--- src/rtl/param_loader.sv ---
// Serialises parameter bytes, MSB first, onto the neuron parameter chain.
// Raises done once exactly CHAIN_BITS bits have been shifted; the last byte may be partial.
module param_loader #(
  parameter int NEURONS   = 8,
  parameter int INPUTS    = 8,
  parameter int BIAS_BITS = 3
) (
  input  logic       clk,
  input  logic       reset,
  input  logic       start,
  input  logic [7:0] data_in,
  input  logic       data_valid,
  output logic       data_ready,
  output logic       setup,
  output logic       param_out,
  output logic       busy,
  output logic       done
);

  localparam int CHAIN_BITS = NEURONS * (INPUTS + BIAS_BITS);
  localparam int CW         = $clog2(CHAIN_BITS + 1);

  typedef enum logic [1:0] {IDLE, LOAD, SHIFT, DONE} state_t;

  state_t        state;
  logic [7:0]    shreg;
  logic [CW-1:0] sent;
  logic [3:0]    nbits;
  logic [CW-1:0] remaining;
  logic [3:0]    byte_bits;

  always_comb begin
    remaining = CW'(CHAIN_BITS) - sent;
    byte_bits = 4'd8;
    if (int'(remaining) < 8) byte_bits = 4'(remaining);
  end

  // param_out is preloaded with the next bit so it is valid in every cycle setup is high.
  always_ff @(posedge clk or posedge reset) begin
    if (reset) begin
      state      <= IDLE;
      shreg      <= '0;
      sent       <= '0;
      nbits      <= '0;
      data_ready <= 1'b0;
      setup      <= 1'b0;
      param_out  <= 1'b0;
      busy       <= 1'b0;
      done       <= 1'b0;
    end else begin
      case (state)
        IDLE, DONE: begin
          if (start) begin
            state      <= LOAD;
            sent       <= '0;
            data_ready <= 1'b1;
            busy       <= 1'b1;
            done       <= 1'b0;
          end
        end
        LOAD: begin
          if (data_valid) begin
            state      <= SHIFT;
            shreg      <= data_in;
            nbits      <= byte_bits;
            data_ready <= 1'b0;
            setup      <= 1'b1;
            param_out  <= data_in[7];
          end
        end
        SHIFT: begin
          shreg     <= {shreg[6:0], 1'b0};
          param_out <= shreg[6];
          sent      <= sent + CW'(1);
          nbits     <= nbits - 4'd1;
          if (nbits == 4'd1) begin
            setup     <= 1'b0;
            param_out <= 1'b0;
            if (sent == CW'(CHAIN_BITS - 1)) begin
              state <= DONE;
              busy  <= 1'b0;
              done  <= 1'b1;
            end else begin
              state      <= LOAD;
              data_ready <= 1'b1;
            end
          end
        end
        default: state <= IDLE;
      endcase
    end
  end

endmodule

--- config.mk ---
export PLATFORM = sky130hd
export DESIGN_NAME = param_loader
export DESIGN_NICKNAME = d
export VERILOG_FILES = /design/src/rtl/param_loader.sv
export SDC_FILE = /design/constraint.sdc
export NUM_CORES = 1
export LEC_CHECK = 0
export ABC_AREA = 0
export CAP_MARGIN = 20
export CORE_UTILIZATION = 49
export CTS_CLUSTER_DIAMETER = 40
export CTS_CLUSTER_SIZE = 10
export DETAILED_ROUTE_END_ITERATION = 8
export PLACE_DENSITY = 0.81
export SLEW_MARGIN = 15
export SYNTH_ARGS = -nofsm -noshare
export SYNTH_HDL_FRONTEND = slang
export SYNTH_SLANG_ARGS = --single-unit
--- constraint.sdc ---
create_clock -name clk -period 1.5 [get_ports clk]
set_input_delay 0.45 -clock clk [delete_from_list [all_inputs] [get_ports clk]]
set_output_delay 0.45 -clock clk [all_outputs]
set_load 0.01 [all_outputs]
# Word-level counts from Yosys, hierarchy flattened
# Index checks and enable logic that the tools add are counted.
[classes]
div = 0
n_addsub = 3
mul = 0
eq_ne = 10
magnitude_cmp = 1
shifts = 0
n_mux = 30
bitwise_logic = 0
reduce_logical = 10
[op_table]
columns = ["operator", "count"]
rows = [
  ["7-bit one-hot mux with 2 select lines", 2],
  ["7-bit two-way mux", 2],
  ["1-bit two-way mux", 13],
  ["2-bit != test (second input constant)", 5],
  ["2-bit two-way mux", 4],
  ["4-bit two-way mux", 2],
  ["1-bit one-hot mux with 2 select lines", 4],
  ["4-bit one-hot mux with 2 select lines", 1],
  ["4-bit AND reduction", 2],
  ["7-bit by 1-bit adder with 7-bit output (second input constant)", 1],
  ["7-bit == test (second input constant)", 1],
  ["7-bit by 4-bit < comparator with 1-bit output (second input constant)", 1],
  ["7-bit subtractor (first input constant)", 1],
  ["2-bit one-hot mux with 3 select lines", 1],
  ["3-bit AND reduction", 2],
  ["2-bit == test (second input constant)", 2],
  ["4-bit by 1-bit == test with 1-bit output (second input constant)", 1],
  ["2-bit AND reduction", 2],
  ["2-bit nonzero test", 2],
  ["4-bit by 1-bit subtractor with 4-bit output (second input constant)", 1],
  ["1-bit one-hot mux with 3 select lines", 1],
  ["2-bit by 1-bit == test with 1-bit output (second input constant)", 1],
  ["2-bit zero test", 1],
  ["2-bit OR reduction", 1],
]
[word_totals]
mem_count = 0
latchBits = 0
ramBits = 0
output_inout_bits = 5
in_bits = 12
reg_bits = 25
rom_bits = 0
elab_cells = 63

# Logic depth before layout (Yosys ltp)
[depth]
word_depth = 5
ltp_mapped = 7

# Least setup slack after synthesis
# OpenSTA, ideal clock, no wires.
[synth_path]
path_kind = "register -> register"
from = "register nbits[1]"
to = "register state[1]"
stages_incl_launch_ff = 8
t_required_ns = 1.381
path_buffers = 1
period_less_slack_ns = 1.650
t_arrival_ns = 1.531
setup_time_ns = 0.119
slack_ns = -0.150
path_cell_list = "dfrtp_1 inv_1 ha_1 or3b_1 buf_2 a221o_1 a21oi_2 nand2_1"
[synth_via]
elab_chain_len = 3
[synth_lines]
columns = ["item", "line_no", "rtl"]
rows = [
  ["from (decl)", "28", "logic [3:0] nbits;"],
  ["from (signal assigned)", "65", "nbits <= byte_bits;"],
  ["from (signal assigned)", "75", "nbits <= nbits - 4'd1;"],
  ["4-bit by 1-bit == test with 1-bit output", "76", "if (nbits == 4'd1) begin"],
  ["2-bit != test (no source line)", "-", ""],
  ["3-bit AND reduction (no source line)", "-", ""],
  ["to (signal assigned)", "80", "state <= DONE;"],
  ["to (signal assigned)", "84", "state <= LOAD;"],
  ["to (signal assigned)", "89", "default: state <= IDLE;"],
  ["to (decl)", "25", "state_t state;"],
]
# Every way passes these cells.
# A chain may end at the register's enable or synchronous reset.

# Worst setup path in the final report
# Same ends and word-level chain as after synthesis.

==> metrics.md <==
| Metric | Value |
|---|---|
| Row Count | `19` |
| Critical Path Max Stage Delay | `roughly 440 ps` |
| RSZ-0062 raised after global routing | `true` |
| Final period util | `114%` |
| Vias | `roughly 1400` |
| RD Place Congestion | `0.777` |
| Status | `finished, violations left` |
| Post-synth top area share | `between 40 and 50%` |
| Logic pwr share | `approximately three fifths` |
| Dpl ws | `-390 ps` |
| Port buffer count | `16` |
| Post-Syn Instances | `~150` |
| WP data required | `between 1500 and 2000 ps` |
| Clock share of power | `a little under a tenth` |
| Most frequent cell after synthesis | `dfrtp_1` |
| Initial DRT Pass Iterations | `4` |
| H-tree levels | `1` |
| Post-route setup slack | `-204 ps` |
| P_sw | `between 0.001 and 0.0015 W` |
| Post-Syn Area | `approximately 0.0014 sq mm` |
| Hold Slack | `441 ps` |
| CORE AREA | `around 0.0027 sq mm` |
| Hold Fails Final Rpt | `0` |
| Vias in the first global route | `1373` |
| GRT Residual Overflow | `0` |
| Vias per cell | `5.91` |
| Reg2Reg Depth | `6` |
| Pleak | `between 0.9 and 1 nW` |
| Synthesis-to-finish area growth | `56.8%` |
| Slew margin rel. | `roughly three quarters` |
| Num CTS Buffers | `3` |
| CP Class | `reg -> reg` |
| Synth cell types | `42` |
| Starting DRT DRC Count | `57` |
| Die area | `~0.0031 sq mm` |
| Overall global routing resource usage | `between 20% and 30%` |
| DRC | `0` |
| Worst reg2reg setup slack | `-200 ps` |
| Non-Filler Instances | `around 230` |
| Top FF cell, synth | `dfrtp_1` |
| Clock-pin slew on the worst setup and hold paths | `150 ps` |
| Fin crit period | `1700 ps` |
| Startpoint Class | `flip-flop` |
| Die X-Extent | `55.6 um` |
| Nets | `between 200 and 250` |
| Worst r2r dst | `state[1]` |
| Global-route wire length before repair | `6110 um` |
| Crit path DAT | `roughly 2000 ps` |
| CP endpoint kind | `flip-flop` |
| Ant. Diodes | `0` |
| Worst skew pair latency | `330 ps` |
| PD cells | `about 1600 mW/mm^2` |
| Async S/R FF share, synth | `100%` |
| Peak supply drop | `1430 uV` |
| Worst r2r src | `nbits[1]` |
| Final setup viols | `18` |
| CTS tree | `done` |
| Cell breakdown of the critical path | `inv_2 -> ha_4 -> or3b_4 -> a221o_1 -> a21oi_2 -> nand2_1` |
| Hold WC Path Type | `in -> async` |
| Placed Cells | `roughly 220` |
| Average wire per standard cell | `~18 um` |
| Syn Nets | `166` |
| Initial Util | `between 50% and 60%` |
| Sequential share of the synthesized area | `44.4%` |
| Routed Wire Length | `approximately 4200 um` |
| Register share of total power | `30.1%` |
| Post-synth EDFFs | `0` |
| Post-route ant nets | `0` |
| Avg Cell Area, Syn | `9.58 sq um` |
| Commonest cells in the netlist | `dfrtp_1, nand2_1, o21ai_0, inv_1, nor2_1` |
| F_max | `just under 600 MHz` |
| Leading area contributor after synthesis | `dfrtp_1` |
| Die H | `approximately 56 um` |
| Total internal power | `0.00215 W` |
| Root Buffer | `clkbuf_4` |
| Clock skew | `approximately 3.0 ps` |
| Power, Total | `roughly 0.0036 W` |
| Detailed placement HPWL | `2440 um` |
| # clock sinks | `25` |
| Number of max-slew violations in the final report | `0` |
| Clock Tree Buf Depth | `2` |
| Largest net degree at the start of global routing | `26` |
| Layout cells sized above 1 | `between 40% and 50%` |
| Worst slew pin tran | `395 ps` |
| Ports | `17` |
| Slowest stage cell on the critical path | `dfrtp_1` |
| Initial antenna violation count | `0` |
| #FFs+latches synth | `25` |
| CP Max Fanout | `3` |
| Fill cells | `around 160` |
| Failing checks | `negative setup slack` |
| Yosys warns | `0` |
| Largest cells by area after synthesis | `dfrtp_1, ha_1, mux2i_1` |
| Sw frac | `between 40% and 50%` |
| Max Cap Violations | `0` |
[power by group through the flow]
stage,sequential [W],combinational [W],clock [W]
2_1_floorplan,0.00102,0.000856,0
3_3_place_gp,0.00101,0.00139,0
3_5_place_dp,0.00103,0.00148,0
4_1_cts,0.00102,0.00173,0.000326
5_1_grt,0.00110,0.00235,0.000358
6_report,0.00108,0.00218,0.000330
[per-stage QoR]
stage                     cell area (sq um)  utilization [%]  TNS [ps]
after floorplan                        1440                -      -499
after global placement                 1820             66.6     -5980
after detailed placement               1820             66.6     -6910
after CTS                              1990             72.8     -1700
after global routing                   2210             80.8     -3330
final                                  2210             80.8     -1930
[flip-flops by register name (all words and copies together), names as in the netlist]
signal,count
data_ready,1
sent,7
done,1
busy,1
state,2
param_out,1
shreg,7
setup,1
nbits,4
[worst max-delay path, delay by kind of cell (launching register included)]
family / cells / cell delay [ps]
buffers and inverters: 1 / 90
adders and majority gates: 1 / 120
DFF: 1 / 440
AOI/OAI and AO/OA: 2 / 530
and+or+nand+nor: 2 / 440
[cells by family after synthesis]
family / synth area share (%)
fa+ha+maj: 6.22
xor+xnor: 3.73
buf+inv: 5.51
flops: 44.4
compound gates: 14.3
mux: 5.77
simple gates: 20.1
[layout by cell type (no fill, tap or decap), drive strengths merged, types with 3 or more instances in the layout]
| master | instances |
|---|---|
| clkdlybuf4s50 | 11 |
| dlygate4sd2 | 4 |
| xor2 | 4 |
| a21oi | 3 |
| nand2 | 17 |
| mux2i | 8 |
| nand2b | 4 |
| and3 | 3 |
| dfrtp | 25 |
| inv | 9 |
| ha | 7 |
| buf | 44 |
| nand3 | 3 |
| clkbuf | 3 |
| nor2 | 8 |
| o21ai | 14 |
| nand4 | 3 |
| a221o | 3 |
[area by class of cell]
type / instances / area (sq um) / share of cell area, %
multi-input cells: 105 / 941 / 42.6
flip-flops and latches: 25 / 627 / 28.4
repair buffers: 60 / 539 / 24.4
well taps: 31 / 38.8 / 1.76
inverters: 9 / 33.8 / 1.53
clock buffers: 3 / 22.5 / 1.02
clock inverters: 1 / 7.51 / 0.340
[worst max path at each step]
stage          cells after the start  startpoint  slack, ps        to
3_5_place_dp                       5  data_valid       -390  nbits[1]
6_report                           6    nbits[1]       -200  state[1]
4_1_cts                            6    nbits[1]       -170  state[1]
5_1_grt                            6    nbits[1]       -270  state[1]
3_3_place_gp                       5  data_valid       -340  nbits[1]
2_1_floorplan                      7    nbits[1]       -150  state[1]
[metal layers]
layer	wire length, um	track usage, %	vias to the layer above	share of wire (%)
met5	0	0	-	0
met4	185	12.5	0	4.5
met3	137	3.72	18	3.3
met2	2240	44.8	47	54
met1	1590	29.7	695	38
li1	-	-	623	-
[what timing repair did]
action / in CTS / in global routing
gates cloned: 3 / 0
setup endpoints to repair: 30 / 27
hold buffers: 0 / 0
pin swaps: 13 / 22
hold endpoints to repair: 0 / 0
resized for setup: 25 / 53
setup buffers: 7 / 7
Power figures use the tool's default switching activity.
